===== src/rtl/ctrl_defs.sv =====
// Shared opcode encodings, micro-step indices and control-word layout for the
// control unit and the assembler-side test data.
package ctrl_defs;

  localparam logic [3:0] OP_NOP = 4'h0;
  localparam logic [3:0] OP_LDA = 4'h1;
  localparam logic [3:0] OP_ADD = 4'h2;
  localparam logic [3:0] OP_SUB = 4'h3;
  localparam logic [3:0] OP_STA = 4'h4;
  localparam logic [3:0] OP_LDI = 4'h5;
  localparam logic [3:0] OP_JMP = 4'h6;
  localparam logic [3:0] OP_JC  = 4'h7;
  localparam logic [3:0] OP_JZ  = 4'h8;
  localparam logic [3:0] OP_OUT = 4'hE;
  localparam logic [3:0] OP_HLT = 4'hF;

  localparam logic [2:0] STEP_T0 = 3'd0;
  localparam logic [2:0] STEP_T1 = 3'd1;
  localparam logic [2:0] STEP_T2 = 3'd2;
  localparam logic [2:0] STEP_T3 = 3'd3;
  localparam logic [2:0] STEP_T4 = 3'd4;
  localparam logic [2:0] STEP_T5 = 3'd5;

  typedef enum logic [2:0] {
    T0 = STEP_T0,
    T1 = STEP_T1,
    T2 = STEP_T2,
    T3 = STEP_T3,
    T4 = STEP_T4,
    T5 = STEP_T5
  } step_e;

  typedef struct packed {
    logic pc_out;
    logic pc_inc;
    logic jmp;
    logic mar_in;
    logic ram_in;
    logic ram_out;
    logic ir_in;
    logic ir_out;
    logic a_in;
    logic a_out;
    logic b_in;
    logic alu_out;
    logic sub;
    logic flags_in;
    logic out_in;
  } ctrl_t;

endpackage


===== src/rtl/step_counter.sv =====
// Six-step micro-sequencer with halt latch; clear has priority over halt and advance.
//   state | meaning
//   T0    | fetch: PC to MAR
//   T1    | fetch: RAM to IR
//   T2    | fetch: PC increment
//   T3-T5 | execute micro-ops (T4 is also the frozen step while halted)
module step_counter
  import ctrl_defs::*;
(
  input  logic  clock,
  input  logic  clear,
  input  logic  halt_req_i,
  output step_e step_o,
  output logic  halted_o
);

  step_e step_q, step_d;
  logic  halted_q, halted_d;

  always_ff @(posedge clock) begin
    if (clear) begin
      step_q   <= T0;
      halted_q <= 1'b0;
    end else begin
      step_q   <= step_d;
      halted_q <= halted_d;
    end
  end

  always_comb begin
    step_d   = step_q;
    halted_d = halted_q;
    if (!halted_q) begin
      unique case (step_q)
        T0:      step_d = T1;
        T1:      step_d = T2;
        T2:      step_d = T3;
        T3:      step_d = T4;
        T4:      step_d = T5;
        T5:      step_d = T0;
        default: step_d = T0;
      endcase
      // Halt is requested only in T3, so the counter parks on T4.
      if (halt_req_i) halted_d = 1'b1;
    end
  end

  assign step_o   = step_q;
  assign halted_o = halted_q;

endmodule


===== src/rtl/control_unit.sv =====
// Microcoded control unit: fixed 3-step fetch, opcode-dependent execute steps,
// all control lines decoded combinationally from step, opcode, flags and halt.
module control_unit
  import ctrl_defs::*;
(
  input  logic       clock,
  input  logic       clear,
  input  logic [3:0] opcode,
  input  logic       carry_flag,
  input  logic       zero_flag,
  output logic       pc_out,
  output logic       pc_inc,
  output logic       jmp,
  output logic       mar_in,
  output logic       ram_in,
  output logic       ram_out,
  output logic       ir_in,
  output logic       ir_out,
  output logic       a_in,
  output logic       a_out,
  output logic       b_in,
  output logic       alu_out,
  output logic       sub,
  output logic       flags_in,
  output logic       out_in,
  output logic       halted,
  output logic [2:0] t_state
);

  step_e step;
  logic  halt_req;
  ctrl_t ctl;

  step_counter u_step (
    .clock      (clock),
    .clear      (clear),
    .halt_req_i (halt_req),
    .step_o     (step),
    .halted_o   (halted)
  );

  assign halt_req = !halted && (step == T3) && (opcode == OP_HLT);

  always_comb begin
    ctl = '0;
    if (!halted) begin
      unique case (step)
        T0: begin ctl.pc_out = 1'b1; ctl.mar_in = 1'b1; end
        T1: begin ctl.ram_out = 1'b1; ctl.ir_in = 1'b1; end
        T2: ctl.pc_inc = 1'b1;
        T3: begin
          case (opcode)
            OP_LDA, OP_ADD, OP_SUB, OP_STA: begin ctl.ir_out = 1'b1; ctl.mar_in = 1'b1; end
            OP_LDI: begin ctl.ir_out = 1'b1; ctl.a_in = 1'b1; end
            OP_JMP: begin ctl.ir_out = 1'b1; ctl.jmp = 1'b1; end
            OP_JC:  begin ctl.ir_out = carry_flag; ctl.jmp = carry_flag; end
            OP_JZ:  begin ctl.ir_out = zero_flag; ctl.jmp = zero_flag; end
            OP_OUT: begin ctl.a_out = 1'b1; ctl.out_in = 1'b1; end
            default: ;
          endcase
        end
        T4: begin
          case (opcode)
            OP_LDA:         begin ctl.ram_out = 1'b1; ctl.a_in = 1'b1; end
            OP_ADD, OP_SUB: begin ctl.ram_out = 1'b1; ctl.b_in = 1'b1; end
            OP_STA:         begin ctl.a_out = 1'b1; ctl.ram_in = 1'b1; end
            default: ;
          endcase
        end
        T5: begin
          if (opcode == OP_ADD || opcode == OP_SUB) begin
            ctl.alu_out  = 1'b1;
            ctl.a_in     = 1'b1;
            ctl.flags_in = 1'b1;
            ctl.sub      = (opcode == OP_SUB);
          end
        end
        default: ;
      endcase
    end
  end

  assign pc_out   = ctl.pc_out;
  assign pc_inc   = ctl.pc_inc;
  assign jmp      = ctl.jmp;
  assign mar_in   = ctl.mar_in;
  assign ram_in   = ctl.ram_in;
  assign ram_out  = ctl.ram_out;
  assign ir_in    = ctl.ir_in;
  assign ir_out   = ctl.ir_out;
  assign a_in     = ctl.a_in;
  assign a_out    = ctl.a_out;
  assign b_in     = ctl.b_in;
  assign alu_out  = ctl.alu_out;
  assign sub      = ctl.sub;
  assign flags_in = ctl.flags_in;
  assign out_in   = ctl.out_in;
  assign t_state  = step;

endmodule


===== config.mk =====
export PLATFORM = sky130hd
export DESIGN_NAME = control_unit
export DESIGN_NICKNAME = d
export VERILOG_FILES = /design/src/rtl/ctrl_defs.sv /design/src/rtl/step_counter.sv /design/src/rtl/control_unit.sv
export SDC_FILE = /design/constraint.sdc
export NUM_CORES = 1
export LEC_CHECK = 0
export CAP_MARGIN = 15
export CORE_MARGIN = 1
export CORE_UTILIZATION = 35
export CTS_CLUSTER_DIAMETER = 50
export DETAILED_ROUTE_END_ITERATION = 8
export PLACE_DENSITY = 0.73
export SYNTH_ARGS = -nofsm -noshare
export SYNTH_HDL_FRONTEND = slang
export SYNTH_SLANG_ARGS = --single-unit

===== constraint.sdc =====
create_clock -name clock -period 1.9 [get_ports clock]
set_input_delay 0.38 -clock clock [delete_from_list [all_inputs] [get_ports clock]]
set_output_delay 0.38 -clock clock [all_outputs]
set_load 0.02 [all_outputs]

==> impl_metrics.toml <==
[status]
status = "finished, violations left"
failed_checks = "setup timing"

[die]
floorplan.rows = 13
design.die.area_um2 = 1580
io-pin-count = 27
die_height_um = 39.7
initial_utilization_pct = 37.8
core_region_area_um2 = 1320
die_w_um = 39.7

[final_layout]
area_delta_synth_final_pct = 115
post_layout_nonfiller_instances = 129
postLayoutCellArea_um2 = 1070
fraction_of_layout_instances_using_a_drive_strength_above_1_pct = 63.2
n_antenna_cell = 0
design.final.nets = 124

[logic_synthesis]
synth_seq_area_share_pct = 16.1
ys_top_cells_by_count = "nor2_1 (8), a21oi_1 (5), clkbuf_1 (4), dfxtp_1 (4)"
postSynth.topFlopCell = "dfxtp_1"
netlist_top_cells_area = "dfxtp_1 (16%), nor2_1 (6.0%), a21oi_1 (5.0%)"
synth-seq-cells = 4
syn-cell-area_um2 = 498
post_synth_mux_area_share_pct = 0
synth_top_family_by_area = "simple AND/OR/NAND/NOR gates"
post_synth_and_or_nand_nor_area_fraction_pct = 49.2
yosysTopAreaCell = "dfxtp_1"
xor_xnor_share_of_the_synthesized_area_pct = 1.76
syn-instance-count = 68
syn-mean-instance-area_um2 = 7.32
synth_nets = 76
synthMostInstantiatedCell = "nor2_1"
async_flop_share_pct = 0
yosysTopAreaCellShare_pct = 16.1
synth_compound_gate_area_share_pct = 21.4
synth.yosys.warnings = 0
edff_count_synth = 0
synth.distinct_cells = 38
synthAdderAreaFrac_pct = 0

[timing]
fin_worst_skew_ns = 0.000536
finalHoldWorstSlack_ns = 0.626
timing.final.max_slew_violations = 0
hold_viol_final = 0
max_freq_mhz = 487
grt_setup_unrepaired = "yes"
max_slew_margin_pct = 78.4
finalSetupViolations = 3
worst-slew-pin-transition_ns = 0.322
final.setup.worst_slack_ns = -0.153
setup_total_negative_slack_ns = -0.256
min_period_ns = 2.05
min_period_over_period_pct = 108

[grt]
global_route_usage_over_all_layers_pct = 24.3
grt_overflow_total = 0
via_count_of_the_first_global_routing_pass = 577
largest_net_degree_at_the_start_of_global_routing = 14
grt_antenna_before_repair = 0
grt_first_pass_wirelength_mm = 2.59

[drt]
drc = 0
drt-pass1-iter-count = 3
drt.antenna.violating_nets = 0
via_count = 677
routed_wl_mm = 1.74
vias_per_cell = 5.25
drt_iter0_markers = 6
post_drt_wl_per_cell_um = 13.5

[critical_path]
crit_fanout = 5
crit_path_start_kind = "primary input"
crit_arrival_ns = 1.67
timing.setup.critical_path_class = "in2out"
timing.critical_path.to_type = "output port"
cp.required_ns = 1.52

[power]
static-leakage-power_nw = 0.507
vdd_ir_drop_max_mv = 0.327
power.density_cell_area_nw_per_um2 = 378
total_power_mw = 0.405

[clocking]
insertion_delay_ns = 0.23
tritoncts = "yes"
ctsRootBufferMaster = "clkbuf_4"
holdBufCountCts = 0
ctsHtreeMaxLevel = 1
numCtsBuffers = 3
clock_path_buffers = 2
tritoncts_num_sinks = 4
clkTransAtPathRegs_ns = 0.03

[hold_path]
worst_hold_path_type = "in2reg"

[flow_run]
timing.max_cap.violations = 0

[placement]
post_dp_cell_area_um2 = 940
place.detailed.hpwl_mm = 1.21
finalWeightedCongestion = 0.784
dpl.cell_count = 120
io_buffer_count = 26
-- logic make-up (layout without fill, tap and decap cells) --
kind of cell | count (synthesis) | in the layout
simple gates | 37 | 37
compound gates | 16 | 16
buf+inv | 10 | 56
flops | 4 | 4
xor+xnor | 1 | 1
-- metrics by stage --
step,util (%),setup slack [ns]
6_report,81.3,-0.153
5_1_grt,81.3,-0.176
4_1_cts,75.6,-0.184
3_5_place_dp,71.3,-0.951
3_3_place_gp,71.3,-0.931
2_1_floorplan,-,-0.0381
-- metal layers --
metal,vias up,global-route usage (%),part of all wire [%]
met4,0,5.17,0.92
met1,312,29.8,45
met5,-,0,0
li1,346,-,-
met2,17,43.9,52
met3,2,3.41,2.4
-- worst max-delay path, cell delays in order --
cell     delay, ns
buf_8         0.10
or4b_4        0.54
or3_4         0.39
a21oi_4       0.13
buf_6         0.13
-- path summary, 6_finish.rpt --
| check | startpoint | end | slack, ns | cells after the start |
|---|---|---|---|---|
| max | opcode[3] | a_out | -0.15 | 5 |
| min | opcode[3] | u_step.halted_o | 0.63 | 4 |
| max reg2reg | u_step.step_o[0] | u_step.halted_o | 0.79 | 5 |
| min reg2reg | u_step.step_o[1] | u_step.step_o[1] | 0.63 | 3 |
-- registers in the layout, indices dropped and copies added (netlist names) --
name	cells
u_step.step_o	3
u_step.halted_o	1
-- repair_timing --
| action | 4_1_cts | 5_1_grt |
|---|---|---|
| buffers inserted | 4 | 2 |
| setup endpoints to repair | 15 | 14 |
| gates resized for setup | 86 | 32 |
| pin swaps | 8 | 11 |
-- cells in the final DEF (no fill, tap or decap), types with 2 or more instances in the layout --
cell type	instances
nor2_1	8
or3_4	3
nand2b_4	2
o21ai_0	2
buf_4	25
clkdlybuf4s50_1	7
nand3b_1	2
o21bai_1	2
clkbuf_4	3
inv_1	2
dfxtp_2	2
or3b_4	2
buf_2	3
dfxtp_4	2
buf_6	13
nor3_2	2
a21oi_1	4
-- layout make-up --
type / count / area [µm²]
fillers: 96 / 246
clock buffers: 3 / 22.5
multi-input cells: 54 / 484
inverters: 2 / 7.51
well taps: 15 / 18.8
flip-flops and latches: 4 / 90.1
repair buffers: 51 / 448
-- power breakdown --
part / internal, mW / switching [mW]
Sequential: 0.0887 / 0.00645
Combinational: 0.112 / 0.0947
Clock: 0.0705 / 0.0324
Total: 0.271 / 0.134
No activity file was read; power rests on OpenSTA's default activity.
